## config.mk

```make
export PLATFORM = sky130hd
export DESIGN_NAME = crypto_classifier
export DESIGN_NICKNAME = d
export VERILOG_FILES = /design/src/rtl/crypto_pkg.sv /design/src/rtl/axis_reg_slice.sv /design/src/rtl/crypto_classifier.sv
export SDC_FILE = /design/constraint.sdc
export NUM_CORES = 1
export LEC_CHECK = 0
export BUFFER_PORTS_ARGS = -buffer_cell sky130_fd_sc_hd__buf_2
export CORE_AREA = 2 2 372 374
export CTS_CLUSTER_SIZE = 30
export DETAILED_ROUTE_END_ITERATION = 7
export DIE_AREA = 0 0 374 376
export PLACE_DENSITY = 0.38
export SYNTH_ARGS = -nofsm -noshare
export SYNTH_HDL_FRONTEND = slang
export SYNTH_SLANG_ARGS = --single-unit
```

## constraint.sdc

```tcl
create_clock -name axi_aclk -period 3.9 [get_ports axi_aclk]
set_input_delay 0.585 -clock axi_aclk [delete_from_list [all_inputs] [get_ports axi_aclk]]
set_output_delay 0.585 -clock axi_aclk [all_outputs]
set_load 0.05 [all_outputs]
```

## src/rtl/crypto_pkg.sv

```systemverilog
// ============================================================================
// Module : crypto_pkg
// Brief  : Constants shared by the crypto classifier and the crypto stage.
// Rev    : 1.0  initial release
// ============================================================================
`default_nettype none

package crypto_pkg;

    localparam int ENC_BIT = 32;

    // Bit offsets into a 256-bit beat where byte 0 sits at tdata[255:248]
    localparam int ETYPE_MSB      = 159;
    localparam int ETYPE_LSB      = 144;
    localparam int PROTO_MSB      = 71;
    localparam int PROTO_LSB      = 64;
    localparam int PROTO_STRB_IDX = 8;

    localparam logic [15:0] DEFAULT_ETYPE = 16'h0800;

    localparam logic [0:0] HEAD = 1'b0;
    localparam logic [0:0] BODY = 1'b1;

endpackage

`default_nettype wire

```

## src/rtl/axis_reg_slice.sv

```systemverilog
// ============================================================================
// Module : axis_reg_slice
// Brief  : Single-stage AXI4-Stream register slice, full throughput.
// Rev    : 1.0  initial release
// ============================================================================
`default_nettype none

module axis_reg_slice #(
    parameter int DATA_WIDTH = 256,
    parameter int USER_WIDTH = 128
) (
    input  logic                    clk,
    input  logic                    rst_n,
    input  logic [DATA_WIDTH-1:0]   i_tdata,
    input  logic [DATA_WIDTH/8-1:0] i_tstrb,
    input  logic [USER_WIDTH-1:0]   i_tuser,
    input  logic                    i_tlast,
    input  logic                    i_tvalid,
    output logic                    o_tready,
    output logic [DATA_WIDTH-1:0]   o_tdata,
    output logic [DATA_WIDTH/8-1:0] o_tstrb,
    output logic [USER_WIDTH-1:0]   o_tuser,
    output logic                    o_tlast,
    output logic                    o_tvalid,
    input  logic                    i_tready
);

    logic w_accept;

    // Ready only depends on our own register and downstream ready
    assign o_tready = !o_tvalid || i_tready;
    assign w_accept = i_tvalid && o_tready;

    always_ff @(posedge clk or negedge rst_n) begin
        if (!rst_n) begin
            o_tdata  <= '0;
            o_tstrb  <= '0;
            o_tuser  <= '0;
            o_tlast  <= 1'b0;
            o_tvalid <= 1'b0;
        end else if (w_accept) begin
            o_tdata  <= i_tdata;
            o_tstrb  <= i_tstrb;
            o_tuser  <= i_tuser;
            o_tlast  <= i_tlast;
            o_tvalid <= 1'b1;
        end else if (i_tready) begin
            o_tvalid <= 1'b0;
        end
    end

endmodule

`default_nettype wire

```

## src/rtl/crypto_classifier.sv

```systemverilog
// ============================================================================
// Module : crypto_classifier
// Brief  : Flags Ethernet/IPv4 packets for encryption in tuser[ENC_BIT].
//          Define CRYPTO_CLASSIFIER_STATS_EN to build the packet counters.
// Rev    : 1.0  initial release
// ============================================================================
`default_nettype none

module crypto_classifier #(
    parameter int C_M_AXIS_DATA_WIDTH  = 256,
    parameter int C_S_AXIS_DATA_WIDTH  = 256,
    parameter int C_M_AXIS_TUSER_WIDTH = 128,
    parameter int C_S_AXIS_TUSER_WIDTH = 128,
    parameter int C_S_AXI_DATA_WIDTH   = 32,
    parameter int ENC_BIT              = crypto_pkg::ENC_BIT,
    parameter int NUM_RW_REGS          = 1,
    parameter int NUM_RO_REGS          = 2
) (
    input  logic                                    axi_aclk,
    input  logic                                    axi_aresetn,
    input  logic [C_S_AXIS_DATA_WIDTH-1:0]          s_axis_tdata,
    input  logic [C_S_AXIS_DATA_WIDTH/8-1:0]        s_axis_tstrb,
    input  logic [C_S_AXIS_TUSER_WIDTH-1:0]         s_axis_tuser,
    input  logic                                    s_axis_tvalid,
    output logic                                    s_axis_tready,
    input  logic                                    s_axis_tlast,
    output logic [C_M_AXIS_DATA_WIDTH-1:0]          m_axis_tdata,
    output logic [C_M_AXIS_DATA_WIDTH/8-1:0]        m_axis_tstrb,
    output logic [C_M_AXIS_TUSER_WIDTH-1:0]         m_axis_tuser,
    output logic                                    m_axis_tvalid,
    input  logic                                    m_axis_tready,
    output logic                                    m_axis_tlast,
    input  logic [NUM_RW_REGS*C_S_AXI_DATA_WIDTH-1:0] rw_regs,
    output logic [NUM_RW_REGS*C_S_AXI_DATA_WIDTH-1:0] rw_defaults,
    output logic [NUM_RO_REGS*C_S_AXI_DATA_WIDTH-1:0] ro_regs
);

    import crypto_pkg::*;

    logic [0:0]                      r_state;
    logic                            r_flag;
    logic                            w_accept;
    logic                            w_match;
    logic                            w_enc;
    logic [C_S_AXIS_TUSER_WIDTH-1:0] w_tuser;
    logic                            w_unused_ok;

    assign w_unused_ok = &{1'b0, rw_regs[NUM_RW_REGS*C_S_AXI_DATA_WIDTH-1:26]};
    assign rw_defaults = {{(NUM_RW_REGS*C_S_AXI_DATA_WIDTH-16){1'b0}}, DEFAULT_ETYPE};

    assign w_accept = s_axis_tvalid && s_axis_tready;

    // The protocol byte must actually be present in the header beat to match
    assign w_match = rw_regs[24]
                  && (s_axis_tdata[ETYPE_MSB:ETYPE_LSB] == rw_regs[15:0])
                  && (!rw_regs[25] || (s_axis_tdata[PROTO_MSB:PROTO_LSB] == rw_regs[23:16]))
                  && s_axis_tstrb[PROTO_STRB_IDX];

    assign w_enc = (r_state == HEAD) ? w_match : r_flag;

    always_comb begin
        w_tuser          = s_axis_tuser;
        w_tuser[ENC_BIT] = w_enc;
    end

    always_ff @(posedge axi_aclk or negedge axi_aresetn) begin
        if (!axi_aresetn) begin
            r_state <= HEAD;
            r_flag  <= 1'b0;
        end else if (w_accept) begin
            if (r_state == HEAD) begin
                r_flag  <= w_match;
                r_state <= s_axis_tlast ? HEAD : BODY;
            end else if (s_axis_tlast) begin
                r_state <= HEAD;
            end
        end
    end

    axis_reg_slice #(
        .DATA_WIDTH (C_M_AXIS_DATA_WIDTH),
        .USER_WIDTH (C_M_AXIS_TUSER_WIDTH)
    ) u_slice (
        .clk      (axi_aclk),
        .rst_n    (axi_aresetn),
        .i_tdata  (s_axis_tdata),
        .i_tstrb  (s_axis_tstrb),
        .i_tuser  (w_tuser),
        .i_tlast  (s_axis_tlast),
        .i_tvalid (s_axis_tvalid),
        .o_tready (s_axis_tready),
        .o_tdata  (m_axis_tdata),
        .o_tstrb  (m_axis_tstrb),
        .o_tuser  (m_axis_tuser),
        .o_tlast  (m_axis_tlast),
        .o_tvalid (m_axis_tvalid),
        .i_tready (m_axis_tready)
    );

`ifdef CRYPTO_CLASSIFIER_STATS_EN
    logic [31:0] r_matched_cnt;
    logic [31:0] r_total_cnt;

    always_ff @(posedge axi_aclk or negedge axi_aresetn) begin
        if (!axi_aresetn) begin
            r_matched_cnt <= '0;
            r_total_cnt   <= '0;
        end else if (w_accept && (r_state == HEAD)) begin
            r_total_cnt <= r_total_cnt + 32'd1;
            if (w_match) begin
                r_matched_cnt <= r_matched_cnt + 32'd1;
            end
        end
    end

    assign ro_regs = {r_total_cnt, r_matched_cnt};
`else
    assign ro_regs = '0;
`endif

endmodule

`default_nettype wire

```

-- Yosys cells after proc, flatten, opt, wreduce, memory -nomap -nowiden
Cells that the tools add are included.
- logic and storage cells: 22
- register bits: 420
- output and inout bits: 515
- input bits: 453
- equality and inequality tests: 2
- muxes and demuxes: 4
- reduce and logical (&&, ||, !) cells: 9
- operator list (cell ; count):
    $eq A16 B16 Y1 ; 1
    $eq A8 B8 Y1 ; 1
    $logic_and A1 B1 Y1 ; 4
    $mux W1 ; 4
    $logic_not A1 Y1 ; 2
    $logic_or A1 B1 Y1 ; 2
    $reduce_bool A2 Y1 ; 1

-- Depth between registers and ports, before layout
Gate-level depths: netlist of the first run.
- depth in word-level cells: 5
- gate-level depth with buffers: 8

-- Cells and area by module
From an unflattened synthesis of the first run, not the netlist that was laid out.
- cell total of the unflattened synthesis: 1026
- area total of the unflattened synthesis: 17133.9 um^2
- modules (own cells, without submodules) (module ; area an instance (um^2) ; times used ; cells each):
    axis_reg_slice ; 16047.9 ; 1 ; 884
    crypto_classifier ; 1086.0 ; 1 ; 142

-- Least setup slack after synthesis of the first run
No wires, ideal clock.
- kind: reg2reg
- from: reg u_slice.o_tvalid
- to: reg u_slice.o_tdata[101]
- library setup time: 118 ps
- clock period less this slack: 1829 ps
- buffers on the path: 4
- slack: 2071 ps
- arrival: 1711 ps
- cell stages (with the launch flop): 9
- cells stage by stage: dfrtp_1 nand2b_4 and2_1 clkbuf_1 buf_4 buf_6 buf_2 nand2_1 nand2_1
- word-level cells in the longest chain between the ends: 3
- RTL lines (element ; line ; source):
    start: declaration ; axis_reg_slice.sv:24 ; output logic o_tvalid,
    start signal: assignment ; axis_reg_slice.sv:40 ; o_tvalid <= 1'b0;
    start signal: assignment ; axis_reg_slice.sv:46 ; o_tvalid <= 1'b1;
    start signal: assignment ; axis_reg_slice.sv:48 ; o_tvalid <= 1'b0;
    $logic_not A1 Y1 ; axis_reg_slice.sv:31 ; assign o_tready = !o_tvalid || i_tready;
    $logic_or A1 B1 Y1 ; axis_reg_slice.sv:31 ;
    net s_axis_tready ; crypto_classifier.sv:25 ; output logic s_axis_tready,
    $logic_and A1 B1 Y1 ; axis_reg_slice.sv:32 ; assign w_accept = i_tvalid && o_tready;
    end signal: assignment ; axis_reg_slice.sv:42 ; o_tdata <= i_tdata;
    end: declaration ; axis_reg_slice.sv:20 ; output logic [DATA_WIDTH-1:0] o_tdata,
The timed path passes the listed nets, and every way through them passes these cells.
A chain may end at the register's enable or synchronous reset.

-- Worst setup path in the final report of the first run
- from: reg u_slice.o_tvalid
- to: reg u_slice.o_tdata[111]
- word-level cells in the longest chain between the ends: 3
- RTL lines (element ; line):
    $logic_not A1 Y1 ; axis_reg_slice.sv:31
    $logic_or A1 B1 Y1 ; axis_reg_slice.sv:31
    $logic_and A1 B1 Y1 ; axis_reg_slice.sv:32
Every way passes these cells.

==> Flow_metrics.wiki, run 1 <==
{| class="wikitable"
! Metric !! Value
|-
| Run status || finished clean
|-
| Wire length of the first global-routing pass || 108,000 µm
|-
| Floorplan die width || 374 µm
|-
| Aggregate global routing overflow || 0
|-
| Switch Pwr || 5.69 mW
|-
| Maximum buffer depth of the clock tree || 3
|-
| Share of layout cells above drive strength 1 || 35.4%
|-
| Initial antenna violation count || 24
|-
| Wire length per cell || 16.6 µm
|-
| PD cells || 589 nW/µm²
|-
| Part of the total power dissipated in sequential elements || 35.7%
|-
| Part of the Yosys area used for sequential elements || 62.8%
|-
| Num Clock Sinks || 419
|-
| Leakage power || 13.9 nW
|-
| Number of distinct library cells after synthesis || 22
|-
| Time the worst path needs with I/O delays and setup || 2.12 ns
|-
| Net count reported at finish || 3,218
|-
| Full die area || 141,000 µm²
|-
| Internal portion of total power || 8.88 mW
|-
| Detailed router's first-iteration violation count || 734
|-
| H-tree depth || 2
|-
| Post-Syn Instances || 1,900
|-
| Kind of launch point of the worst setup path || register
|-
| Final Hold Viols || 0
|-
| Pin count of the biggest net entering global routing || 115
|-
| Critical path peak fanout || 32
|-
| Layout Area Growth over Synthesis || 48.1%
|-
| Layout Cell Area excl Fill || 24,700 µm²
|-
| Max-capacitance violation count || 0
|-
| Total DRC errors in the routed layout || 0
|-
| RePlAce Congestion || 0.801
|-
| Number of buffers and inverters on the critical path || 2
|-
| Post-route ant nets || 0
|-
| Source-to-sink clock delay at the later pin of the worst-skew pair || 0.62 ns
|-
| Effective utilization at floorplan || 12.2%
|-
| Count of placed standard cells including taps || 4,503
|-
| Die height || 376 µm
|-
| Clock network fraction of design power || 35.5%
|-
| CTS buffer count || 53
|-
| Cells taking the most area after synthesis || sky130_fd_sc_hd__dfrtp_1 63%, sky130_fd_sc_hd__nand2_1 28%, sky130_fd_sc_hd__buf_4 4.8%
|-
| Worst hold slack || 0.147 ns
|-
| Worst hold path cell count || 3
|-
| Core ar. || 137,000 µm²
|-
| Gate power share || 28.8%
|-
| Number of flip-flops and latches in the synthesized netlist || 419
|-
| Cell row count || 136
|-
| Pre-antenna DRT Iters || 4
|-
| Maximum clock skew at final layout || 0.0190 ns
|-
| Kind of cell adding the most delay to the critical path || simple AND/OR/NAND/NOR gates
|-
| Standard cell area after detailed placement || 22,900 µm²
|-
| Io pins || 968
|-
| IR drop worst, VDD || 274 µV
|-
| Post-synthesis cell area || 16,700 µm²
|-
| Transition time at the pin with the least slew margin || 0.835 ns
|-
| Yosys top cell area share || 62.8%
|-
| Depth of the critical timing path with buffers and inverters included || 6
|-
| Total negative setup slack || 0 ns
|-
| CP Class || register to register
|-
| Most common cell after layout, fill and taps aside || sky130_fd_sc_hd__nand2_1
|-
| Maximum operating frequency || 472 MHz
|-
| Ys Warns || 0
|-
| Unrepaired setup endpoints after global routing || no
|-
| Avg Cell Area, Syn || 8.79 µm²
|-
| Normalized max-slew margin || 44.3%
|-
| Max stage delay on crit path || 0.51 ns
|-
| Part of the cycle the worst path needs || 54.3%
|-
| Switching Fraction || 39.1%
|-
| HPWL after detailed placement || 58,600 µm
|-
| Root Buffer Master || sky130_fd_sc_hd__clkbuf_16
|-
| CTS tree || yes
|-
| Worst Path Arrival || 2.67 ns
|-
| Via count of the first global-routing pass || 15,255
|-
| Largest area contributor in the synthesized netlist || sky130_fd_sc_hd__dfrtp_1
|-
| Non-Filler Instances || 4,603
|-
| Ratio of routed vias to standard cells || 3.28
|-
| Via count || 15,078
|-
| Top library cells by usage in the layout, fill and taps aside || 1,248 x sky130_fd_sc_hd__nand2_1, 863 x sky130_fd_sc_hd__buf_2, 419 x sky130_fd_sc_hd__dfrtp_1, 96 x sky130_fd_sc_hd__conb_1, 55 x sky130_fd_sc_hd__clkbuf_16
|-
| Buffers added on ports || 864
|-
| Total wire length || 76,200 µm
|-
| CTS clk-pin slew, worst paths || 0.06 ns
|-
| Final setup viols || 0
|-
| Critical path capture point type || register
|-
| Required time reported for the critical path endpoint || 4.45 ns
|-
| Global-route usage over all layers || 10.4%
|-
| CP cell instances || nand2b_4, and2_4, buf_4, buf_4, nand2_1, nand2_1
|-
| Final Max Tran Viols || 0
|-
| Min-Delay Path Class || primary input to register
|-
| Register-to-Register Path Depth || 6
|-
| Cell with the largest stage delay on the worst path || sky130_fd_sc_hd__and2_4
|}
cell families (layout without fill, tap and decap cells):
| group | Yosys count | in the layout | synth area share (%) |
|---|---|---|---|
| simple gates | 1261 | 1261 | 28.6 |
| flops | 419 | 419 | 62.8 |
| buf+inv | 190 | 1001 | 7.16 |
| xor+xnor | 24 | 24 | 1.26 |
| compound gates | 4 | 4 | 0.165 |
| other cells | 2 | 100 | 0.0450 |
worst paths after layout:
path	slack, ns	end	startpoint
worst min register to register	0.47	u_slice.o_tdata[85]	u_slice.o_tdata[85]
min in group asynchronous	0.59	u_slice.o_tdata[212]	axi_aresetn
worst max-delay path	1.78	u_slice.o_tdata[111]	u_slice.o_tvalid
worst min-delay path	0.15	u_slice.o_tdata[134]	s_axis_tdata[134]
worst max register to register	1.78	u_slice.o_tdata[111]	u_slice.o_tvalid
max in group asynchronous	2.38	u_slice.o_tdata[231]	axi_aresetn
tightest hold or removal path: stages:
cell                      delay [ns]
sky130_fd_sc_hd__buf_2          0.07
sky130_fd_sc_hd__nand2_1        0.04
sky130_fd_sc_hd__nand2_1        0.04
layer usage:
layer	track usage, %	routed length (µm)	share of wire [%]
met1	12.6	31800	42
met2	17.7	36700	48
met3	3.26	5750	7.5
met4	3.03	1900	2.5
met5	0	76	0.10
registers in the layout, indices dropped and copies added (netlist names):
register,cells
u_slice.o_tdata,256
u_slice.o_tuser,128
u_slice.o_tstrb,32
r_state,1
u_slice.o_tlast,1
u_slice.o_tvalid,1
final cells by class:
type                            count  area [µm²]
Antenna cell                        4        10.0
Clock buffer                       77        1580
Clock inverter                     18         226
Fill cell                       15585      112000
Multi-Input combinational cell   1385        5390
Sequential cell                   419       10500
Tap cell                         1794        2240
Timing Repair Buffer              906        4790
through the flow:
step / util [%] / setup slack (ns) / power (mW)
global placement: 16.8 / 1.45 / 9.54
CTS: 18.1 / 1.68 / 14.9
detailed placement: 16.8 / 1.45 / 9.54
global route: 18.1 / 1.63 / 15.3
finish: 18.1 / 1.78 / 14.6
floorplan: - / 2.07 / 8.22
Yosys cell counts:
library cell / instances
sky130_fd_sc_hd__clkbuf_1: 34
sky130_fd_sc_hd__xor2_1: 19
sky130_fd_sc_hd__a21boi_0: 1
sky130_fd_sc_hd__nand4_1: 1
sky130_fd_sc_hd__buf_4: 107
sky130_fd_sc_hd__o21a_1: 1
sky130_fd_sc_hd__nand2_1: 1248
sky130_fd_sc_hd__o31ai_1: 1
sky130_fd_sc_hd__buf_6: 3
sky130_fd_sc_hd__nor4_1: 4
sky130_fd_sc_hd__nand2b_1: 1
sky130_fd_sc_hd__nor3_1: 1
sky130_fd_sc_hd__and2_1: 1
sky130_fd_sc_hd__or4_1: 1
sky130_fd_sc_hd__nand3_1: 2
sky130_fd_sc_hd__buf_2: 46
sky130_fd_sc_hd__dfrtp_1: 419
sky130_fd_sc_hd__o21ai_0: 1
sky130_fd_sc_hd__xnor2_1: 5
sky130_fd_sc_hd__nand2b_4: 1
sky130_fd_sc_hd__conb_1: 2
sky130_fd_sc_hd__nand2_2: 1
power groups by stage:
stage               Clock [mW]  Sequential [mW]  Combinational (mW)
floorplan                    0             7.28               0.933
global placement             0             5.26                4.27
detailed placement           0             5.27                4.27
CTS                       5.41             5.21                4.27
global route              5.57             5.28                4.46
finish                    5.18             5.20                4.20
timing repair:
item                                   in CTS  in global routing
endpoints found under the hold margin       1                  0
setup buffers                               0                  0
hold buffers                                1                  0
gates resized for setup                     0                  0
(Power assumes the default switching activity.)
==> inputs of run 2 (changes only) <==
--- a/config.mk
+++ b/config.mk
@@ -10,7 +10,7 @@
 export CTS_CLUSTER_SIZE = 30
 export DETAILED_ROUTE_END_ITERATION = 7
 export DIE_AREA = 0 0 374 376
-export PLACE_DENSITY = 0.38
+export PLACE_DENSITY = 0.39
 export SYNTH_ARGS = -nofsm -noshare
 export SYNTH_HDL_FRONTEND = slang
 export SYNTH_SLANG_ARGS = --single-unit
==> constraint.sdc (replaced) <==
create_clock -name axi_aclk -period 1.7 [get_ports axi_aclk]
set_input_delay 0.255 -clock axi_aclk [delete_from_list [all_inputs] [get_ports axi_aclk]]
set_output_delay 0.255 -clock axi_aclk [all_outputs]
set_load 0.05 [all_outputs]
==> run 2 against run 1 <==
  * Routed wire length increased by 3.7%
  * Die area unchanged
  * Clock skew about the same
  * Worst hold slack got worse by 0.053 ns
==> Flow_metrics.wiki, run 2 (synthesized netlist as in run 1, its figures left out) <==
{| class="wikitable"
! Metric !! Value
|-
| Min-Delay Path Class || primary input to register
|-
| Switch Pwr || 13.3 mW (+130%)
|-
| Post-route ant nets || 0 (unchanged)
|-
| Worst setup slack after placement || 0.153 ns (-1.29 ns)
|-
| CP cell instances || buf_2
|-
| PD cells || 1170 nW/µm² (+99%)
|-
| Non-Filler Instances || 5,048 (+9.7%)
|-
| Via count || 16,711 (+11%)
|-
| Maximum buffer depth of the clock tree || 3 (unchanged)
|-
| Top library cells by usage in the layout, fill and taps aside || 1,248 x sky130_fd_sc_hd__nand2_1, 858 x sky130_fd_sc_hd__buf_2, 421 x sky130_fd_sc_hd__dlygate4sd3_1, 418 x sky130_fd_sc_hd__dfrtp_1, 96 x sky130_fd_sc_hd__conb_1
|-
| Critical path capture point type || output pin
|-
| Final Max Tran Viols || 0 (unchanged)
|-
| Cell row count || 136 (unchanged)
|-
| RePlAce Congestion || 0.862 (+7.5%)
|-
| Kind of cell adding the most delay to the critical path || flip-flops
|-
| Core ar. || 137,000 µm² (unchanged)
|-
| Required time reported for the critical path endpoint || 1.44 ns (-3.01 ns)
|-
| Buffers added on ports || 864 (unchanged)
|-
| Most common cell after layout, fill and taps aside || sky130_fd_sc_hd__nand2_1
|-
| Max stage delay on crit path || 0.45 ns (-0.06 ns)
|-
| Wire length of the first global-routing pass || 115,000 µm (+5.9%)
|-
| Max-capacitance violation count || 0 (unchanged)
|-
| Part of the total power dissipated in sequential elements || 35.0% (-0.7 points)
|-
| CTS buffer count || 53 (unchanged)
|-
| Wire length per cell || 15.7 µm (-5.5%)
|-
| Effective utilization at floorplan || 12.2% (unchanged)
|-
| Root Buffer Master || sky130_fd_sc_hd__clkbuf_16
|-
| Maximum clock skew at final layout || 0.0186 ns (-0.000465 ns)
|-
| Number of buffers and inverters on the critical path || 1 (-1)
|-
| Layout Area Growth over Synthesis || 75.3%
|-
| CP Class || register to output pin
|-
| Time the worst path needs with I/O delays and setup || 1.63 ns
|-
| Internal portion of total power || 21.1 mW (+140%)
|-
| Final Core Density || 21.4% (+3.3 points)
|-
| Share of layout cells above drive strength 1 || 31.3% (-4.1 points)
|-
| Unrepaired setup endpoints after global routing || no
|-
| Total negative setup slack || 0 ns (unchanged)
|-
| Floorplan die width || 374 µm (unchanged)
|-
| Normalized max-slew margin || 65.9% (+22 points)
|-
| Initial antenna violation count || 15 (-38%)
|-
| Die height || 376 µm (unchanged)
|-
| Leakage power || 15.8 nW (+14%)
|-
| Cell with the largest stage delay on the worst path || sky130_fd_sc_hd__dfrtp_1
|-
| Count of placed standard cells including taps || 4,529 (+0.58%)
|-
| Switching Fraction || 38.6% (-0.42 points)
|-
| IR drop worst, VDD || 886 µV (+220%)
|-
| Via count of the first global-routing pass || 17,368 (+14%)
|-
| Slack of the worst reg-to-reg path || 0.16 ns (-1.62 ns)
|-
| Num Clock Sinks || 419 (unchanged)
|-
| Total DRC errors in the routed layout || 0 (unchanged)
|-
| Transition time at the pin with the least slew margin || 0.512 ns (-0.323 ns)
|-
| Final setup viols || 0 (unchanged)
|-
| Maximum operating frequency || 613 MHz
|-
| Kind of launch point of the worst setup path || register
|-
| Net count reported at finish || 3,664 (+14%)
|-
| H-tree depth || 2 (unchanged)
|-
| Run status || finished clean
|-
| Worst Path Arrival || 1.38 ns (-1.29 ns)
|-
| CTS tree || yes
|-
| Source-to-sink clock delay at the later pin of the worst-skew pair || 0.62 ns (about the same)
|-
| Pin count of the biggest net entering global routing || 63 (-45%)
|-
| HPWL after detailed placement || 61,400 µm (+4.8%)
|-
| Ratio of routed vias to standard cells || 3.31 (+1.1%)
|-
| Final Hold Viols || 0 (unchanged)
|-
| Total wire length || 79,000 µm (+3.7%)
|-
| Io pins || 968 (unchanged)
|-
| Full die area || 141,000 µm² (unchanged)
|-
| CTS clk-pin slew, worst paths || 0.06 ns (about the same)
|-
| Top flop regs || u_slice.o_tdata (256), u_slice.o_tuser (128), u_slice.o_tstrb (32)
|-
| Detailed router's first-iteration violation count || 783 (+6.7%)
|-
| Final worst slack || 0.0677 ns (-1.72 ns)
|-
| Part of the cycle the worst path needs || 96.0%
|-
| Aggregate global routing overflow || 0 (unchanged)
|-
| Clock network fraction of design power || 34.2% (-1.3 points)
|-
| Register containing the most flip-flops in the final layout || u_slice.o_tdata
|-
| Max reg flops || 256 (unchanged)
|-
| Pre-antenna DRT Iters || 4 (unchanged)
|-
| Global-route usage over all layers || 10.9% (+0.41 points)
|-
| Gate power share || 30.8% (+2.0 points)
|-
| Critical path peak fanout || 2 (-94%)
|}
-- run 2: changes by cell type in the layout (fill, tap and decap cells not counted), sizes merged --
cell,previous run,this run
dlygate4sd3,1,421
buf,905,931
clkbuf,77,75
bufinv,5,6
clkinvlp,0,1
inv,2,1
-- run 2: metal layers --
metal  vias up  part of all wire, %  track usage, %
met5         -                0.040               0
met4         6                  2.8            3.49
met3       113                  6.6            2.89
met2       598                   50            19.0
met1      7840                   41            12.8
li1       8154                    -               -
-- run 2: final timing paths --
| path | from | to | cells past startpoint |
|---|---|---|---|
| max reg2reg | u_slice.o_tvalid | u_slice.o_tuser[9] | 6 |
| max | u_slice.o_tdata[138] | m_axis_tdata[138] | 1 |
| max in group asynchronous | axi_aresetn | u_slice.o_tdata[113] | 3 |
| min in group asynchronous | axi_aresetn | u_slice.o_tdata[211] | 2 |
| min reg2reg | u_slice.o_tdata[81] | u_slice.o_tdata[81] | 2 |
| min | rw_regs[0] | u_slice.o_tuser[32] | 5 |
-- run 2: power groups by stage --
stage | combinational [mW] | sequential, mW | clock (mW)
after floorplan | 2.14 | 16.7 | 0
after global placement | 9.88 | 12.1 | 0
after detailed placement | 9.88 | 12.1 | 0
after CTS | 10.7 | 12.0 | 12.3
after global routing | 11.2 | 12.2 | 12.6
final | 10.6 | 12.0 | 11.7
-- run 2: final cells by class --
type                            count  area (µm²)
Fill cell                       15255      107000
Clock buffer                       75        1520
Clock inverter                     19         263
Sequential cell                   419       10500
Tap cell                         1794        2240
Multi-Input combinational cell   1385        5390
Timing Repair Buffer             1352        9360
Antenna cell                        4        10.0
-- run 2: repair_timing --
item	in CTS	in global routing
setup endpoints to repair	5	0
endpoints found under the hold margin	679	0
resized for setup	6	0
buffers inserted	0	0
hold buffers	421	0
-- run 2: stage by stage --
step	total power, mW	cell area (µm²)	hold WS [ns]
5_1_grt	36.0	29300	0.0506
3_3_place_gp	22.0	23200	0.233
6_report	34.3	29300	0.0945
4_1_cts	35.0	29300	0.0202
3_5_place_dp	22.0	23200	0.234
2_1_floorplan	18.9	17100	-0.0406
==> inputs of run 3 (changes only) <==
--- a/config.mk
+++ b/config.mk
@@ -6,11 +6,13 @@
 export NUM_CORES = 1
 export LEC_CHECK = 0
 export BUFFER_PORTS_ARGS = -buffer_cell sky130_fd_sc_hd__buf_2
-export CORE_AREA = 2 2 372 374
+export CELL_PAD_IN_SITES_DETAIL_PLACEMENT = 1
+export CELL_PAD_IN_SITES_GLOBAL_PLACEMENT = 1
+export CORE_AREA = 2 2 373 375
 export CTS_CLUSTER_SIZE = 30
 export DETAILED_ROUTE_END_ITERATION = 7
-export DIE_AREA = 0 0 374 376
-export PLACE_DENSITY = 0.39
+export DIE_AREA = 0 0 375 377
+export PLACE_DENSITY = 0.47
 export SYNTH_ARGS = -nofsm -noshare
 export SYNTH_HDL_FRONTEND = slang
 export SYNTH_SLANG_ARGS = --single-unit
==> run 3 against run 2 <==
  * Power down 0.75%
  * Final area rose by 0.44%
  * First-iteration DRC count fell by 29%
  * Cell count is 0.40% higher
  * Critical endpoint is now m_axis_tuser[31]
  * Register-to-register slack got worse by 0.07 ns
  * Die area up 0.53%
  * Clock skew rose by 0.0014 ns
  * Critical path depth unchanged
  * Utilization about the same
  * Via count increased by 2.4%
  * Combinational power hardly changed
  * Largest power group unchanged
==> Flow_metrics.wiki, run 3 (synthesized netlist as in run 1, its figures left out) <==
{| class="wikitable"
! Metric !! Value
|-
| Total DRC errors in the routed layout || 0 (unchanged)
|-
| Critical path peak fanout || 2 (unchanged)
|-
| Effective utilization at floorplan || 12.2% (-0.030 points)
|-
| Final setup viols || 0 (unchanged)
|-
| Core ar. || 137,000 µm² (+0.25%)
|-
| IR drop worst, VDD || 665 µV (-25%)
|-
| Final Max Tran Viols || 0 (unchanged)
|-
| Root Buffer Master || sky130_fd_sc_hd__clkbuf_16
|-
| HPWL after detailed placement || 66,100 µm (+7.6%)
|-
| Max stage delay on crit path || 0.43 ns (-0.02 ns)
|-
| Wire length per cell || 16.9 µm (+7.9%)
|-
| CP cell instances || buf_2
|-
| Internal portion of total power || 20.7 mW (-1.9%)
|-
| Power Total || 34.1 mW (-0.75%)
|-
| Part of the total power dissipated in sequential elements || 35.2% (+0.2 points)
|-
| Transition time at the pin with the least slew margin || 0.545 ns (+0.0328 ns)
|-
| Die height || 377 µm (+0.27%)
|-
| CTS tree || yes
|-
| Register containing the most flip-flops in the final layout || u_slice.o_tdata
|-
| Wire length of the first global-routing pass || 123,000 µm (+7.7%)
|-
| Final Core Density || 21.5% (+0.040 points)
|-
| CTS clk-pin slew, worst paths || 0.06 ns (about the same)
|-
| Switching Fraction || 39.3% (+0.70 points)
|-
| Maximum buffer depth of the clock tree || 3 (unchanged)
|-
| Time the worst path needs with I/O delays and setup || 1.62 ns (-0.00802 ns)
|-
| Initial antenna violation count || 18 (+3)
|-
| RePlAce Congestion || 0.804 (-6.7%)
|-
| Pin count of the biggest net entering global routing || 81 (+29%)
|-
| Ratio of routed vias to standard cells || 3.38 (+2.0%)
|-
| PD cells || 1160 nW/µm² (-1.2%)
|-
| Maximum operating frequency || 616 MHz (+0.49%)
|-
| Buffers added on ports || 864 (unchanged)
|-
| H-tree depth || 2 (unchanged)
|-
| Maximum clock skew at final layout || 0.0199 ns (+0.00136 ns)
|-
| Top flop regs || u_slice.o_tdata (256), u_slice.o_tuser (128), u_slice.o_tstrb (32)
|-
| Part of the cycle the worst path needs || 95.5% (-0.47 points)
|-
| Global-route usage over all layers || 11.7% (+0.83 points)
|-
| Aggregate global routing overflow || 0 (unchanged)
|-
| Number of setup buffers added after CTS || 0 (unchanged)
|-
| Kind of launch point of the worst setup path || register
|-
| Source-to-sink clock delay at the later pin of the worst-skew pair || 0.63 ns (about the same)
|-
| Leakage power || 15.9 nW (+0.49%)
|-
| Standard cell area after detailed placement || 23,400 µm² (+0.88%)
|-
| Net count reported at finish || 3,683 (+0.52%)
|-
| Cell row count || 136 (unchanged)
|-
| Final worst slack || 0.0757 ns (+0.00802 ns)
|-
| Required time reported for the critical path endpoint || 1.44 ns (about the same)
|-
| Num Clock Sinks || 419 (unchanged)
|-
| Top library cells by usage in the layout, fill and taps aside || 1,248 x sky130_fd_sc_hd__nand2_1, 858 x sky130_fd_sc_hd__buf_2, 420 x sky130_fd_sc_hd__dlygate4sd3_1, 418 x sky130_fd_sc_hd__dfrtp_1, 96 x sky130_fd_sc_hd__conb_1
|-
| Floorplan die width || 375 µm (+0.27%)
|-
| Total negative setup slack || 0 ns (unchanged)
|-
| Pre-antenna DRT Iters || 4 (unchanged)
|-
| Via count of the first global-routing pass || 18,559 (+6.9%)
|-
| Max-capacitance violation count || 0 (unchanged)
|-
| Gate power share || 31.6% (+0.8 points)
|-
| Slack of the worst reg-to-reg path || 0.09 ns (-0.07 ns)
|-
| Most common cell after layout, fill and taps aside || sky130_fd_sc_hd__nand2_1
|-
| Kind of cell adding the most delay to the critical path || flip-flops
|-
| Critical path capture point type || output pin
|-
| Full die area || 141,000 µm² (+0.53%)
|-
| Io pins || 968 (unchanged)
|-
| Cell with the largest stage delay on the worst path || sky130_fd_sc_hd__dfrtp_1
|-
| Worst setup slack after placement || 0.105 ns (-0.0490 ns)
|-
| CTS buffer count || 54 (+1.9%)
|-
| Clock network fraction of design power || 33.3% (-0.9 points)
|-
| Layout Cell Area excl Fill || 29,400 µm² (+0.44%)
|-
| Post-route ant nets || 0 (unchanged)
|-
| Unrepaired setup endpoints after global routing || no
|-
| Worst Path Arrival || 1.37 ns (about the same)
|-
| Switch Pwr || 13.4 mW (+1.0%)
|-
| Detailed router's first-iteration violation count || 554 (-29%)
|-
| Layout Area Growth over Synthesis || 76.0%
|-
| Final Hold Viols || 0 (unchanged)
|-
| Max reg flops || 256 (unchanged)
|-
| Normalized max-slew margin || 63.7% (-2.2 points)
|-
| Share of layout cells above drive strength 1 || 31.6% (+0.32 points)
|-
| Min-Delay Path Class || primary input to register
|-
| Run status || finished clean
|-
| Via count || 17,109 (+2.4%)
|-
| Total wire length || 85,600 µm (+8.3%)
|-
| CP Class || register to output pin
|-
| Number of buffers and inverters on the critical path || 1 (unchanged)
|}
## run 3: path summary, 6_finish.rpt
path,startpoint,end,cells after the start
worst min-delay path,rw_regs[4],u_slice.o_tuser[32],5
worst max-delay path,u_slice.o_tuser[31],m_axis_tuser[31],1
min in group asynchronous,axi_aresetn,u_slice.o_tdata[70],2
worst max register to register,u_slice.o_tvalid,u_slice.o_tstrb[14],6
worst min register to register,u_slice.o_tuser[45],u_slice.o_tuser[45],2
max in group asynchronous,axi_aresetn,u_slice.o_tdata[185],3
## run 3: power groups by stage
| stage | registers, mW | clock network, mW | logic (mW) |
|---|---|---|---|
| floorplan | 16.7 | 0 | 2.14 |
| global placement | 12.1 | 0 | 10.0 |
| detailed placement | 12.1 | 0 | 10.1 |
| CTS | 12.0 | 11.9 | 10.9 |
| global route | 12.2 | 12.2 | 11.4 |
| finish | 12.0 | 11.3 | 10.7 |
## run 3: what timing repair did
action / in CTS / in global routing
resized for setup: 7 / 0
hold buffers: 420 / 0
endpoints found under the hold margin: 835 / 0
endpoints found under the setup margin: 5 / 0
## run 3: stage by stage
stage,instances,hold WS (ns)
6_report,5068,0.0867
5_1_grt,5067,0.0735
4_1_cts,5062,0.0154
3_5_place_dp,4548,0.129
3_3_place_gp,4548,0.129
2_1_floorplan,1994,-0.0406
## run 3: final cells by class
class,instances,area [µm²]
clock buffer,84,1630
sequential,419,10500
antenna,6,15.0
timing repair buffer,1370,9550
tap,1794,2240
multi-input combinational,1385,5390
clock inverter,10,81.3
fill,16431,108000
## run 3: worst register-to-register path: cells and delay by family, from the launching register on
family	cells	cell delay, ns
buf+inv	2	0.31
flops	1	0.38
simple gates	4	0.79
## run 3: routing by layer
metal | track usage [%] | up-vias | wire [µm]
li1 | - | 8185 | -
met4 | 3.95 | 8 | 2400
met5 | 0 | - | 54
met1 | 13.9 | 8204 | 35000
met2 | 20.3 | 579 | 42800
met3 | 3.05 | 133 | 5400
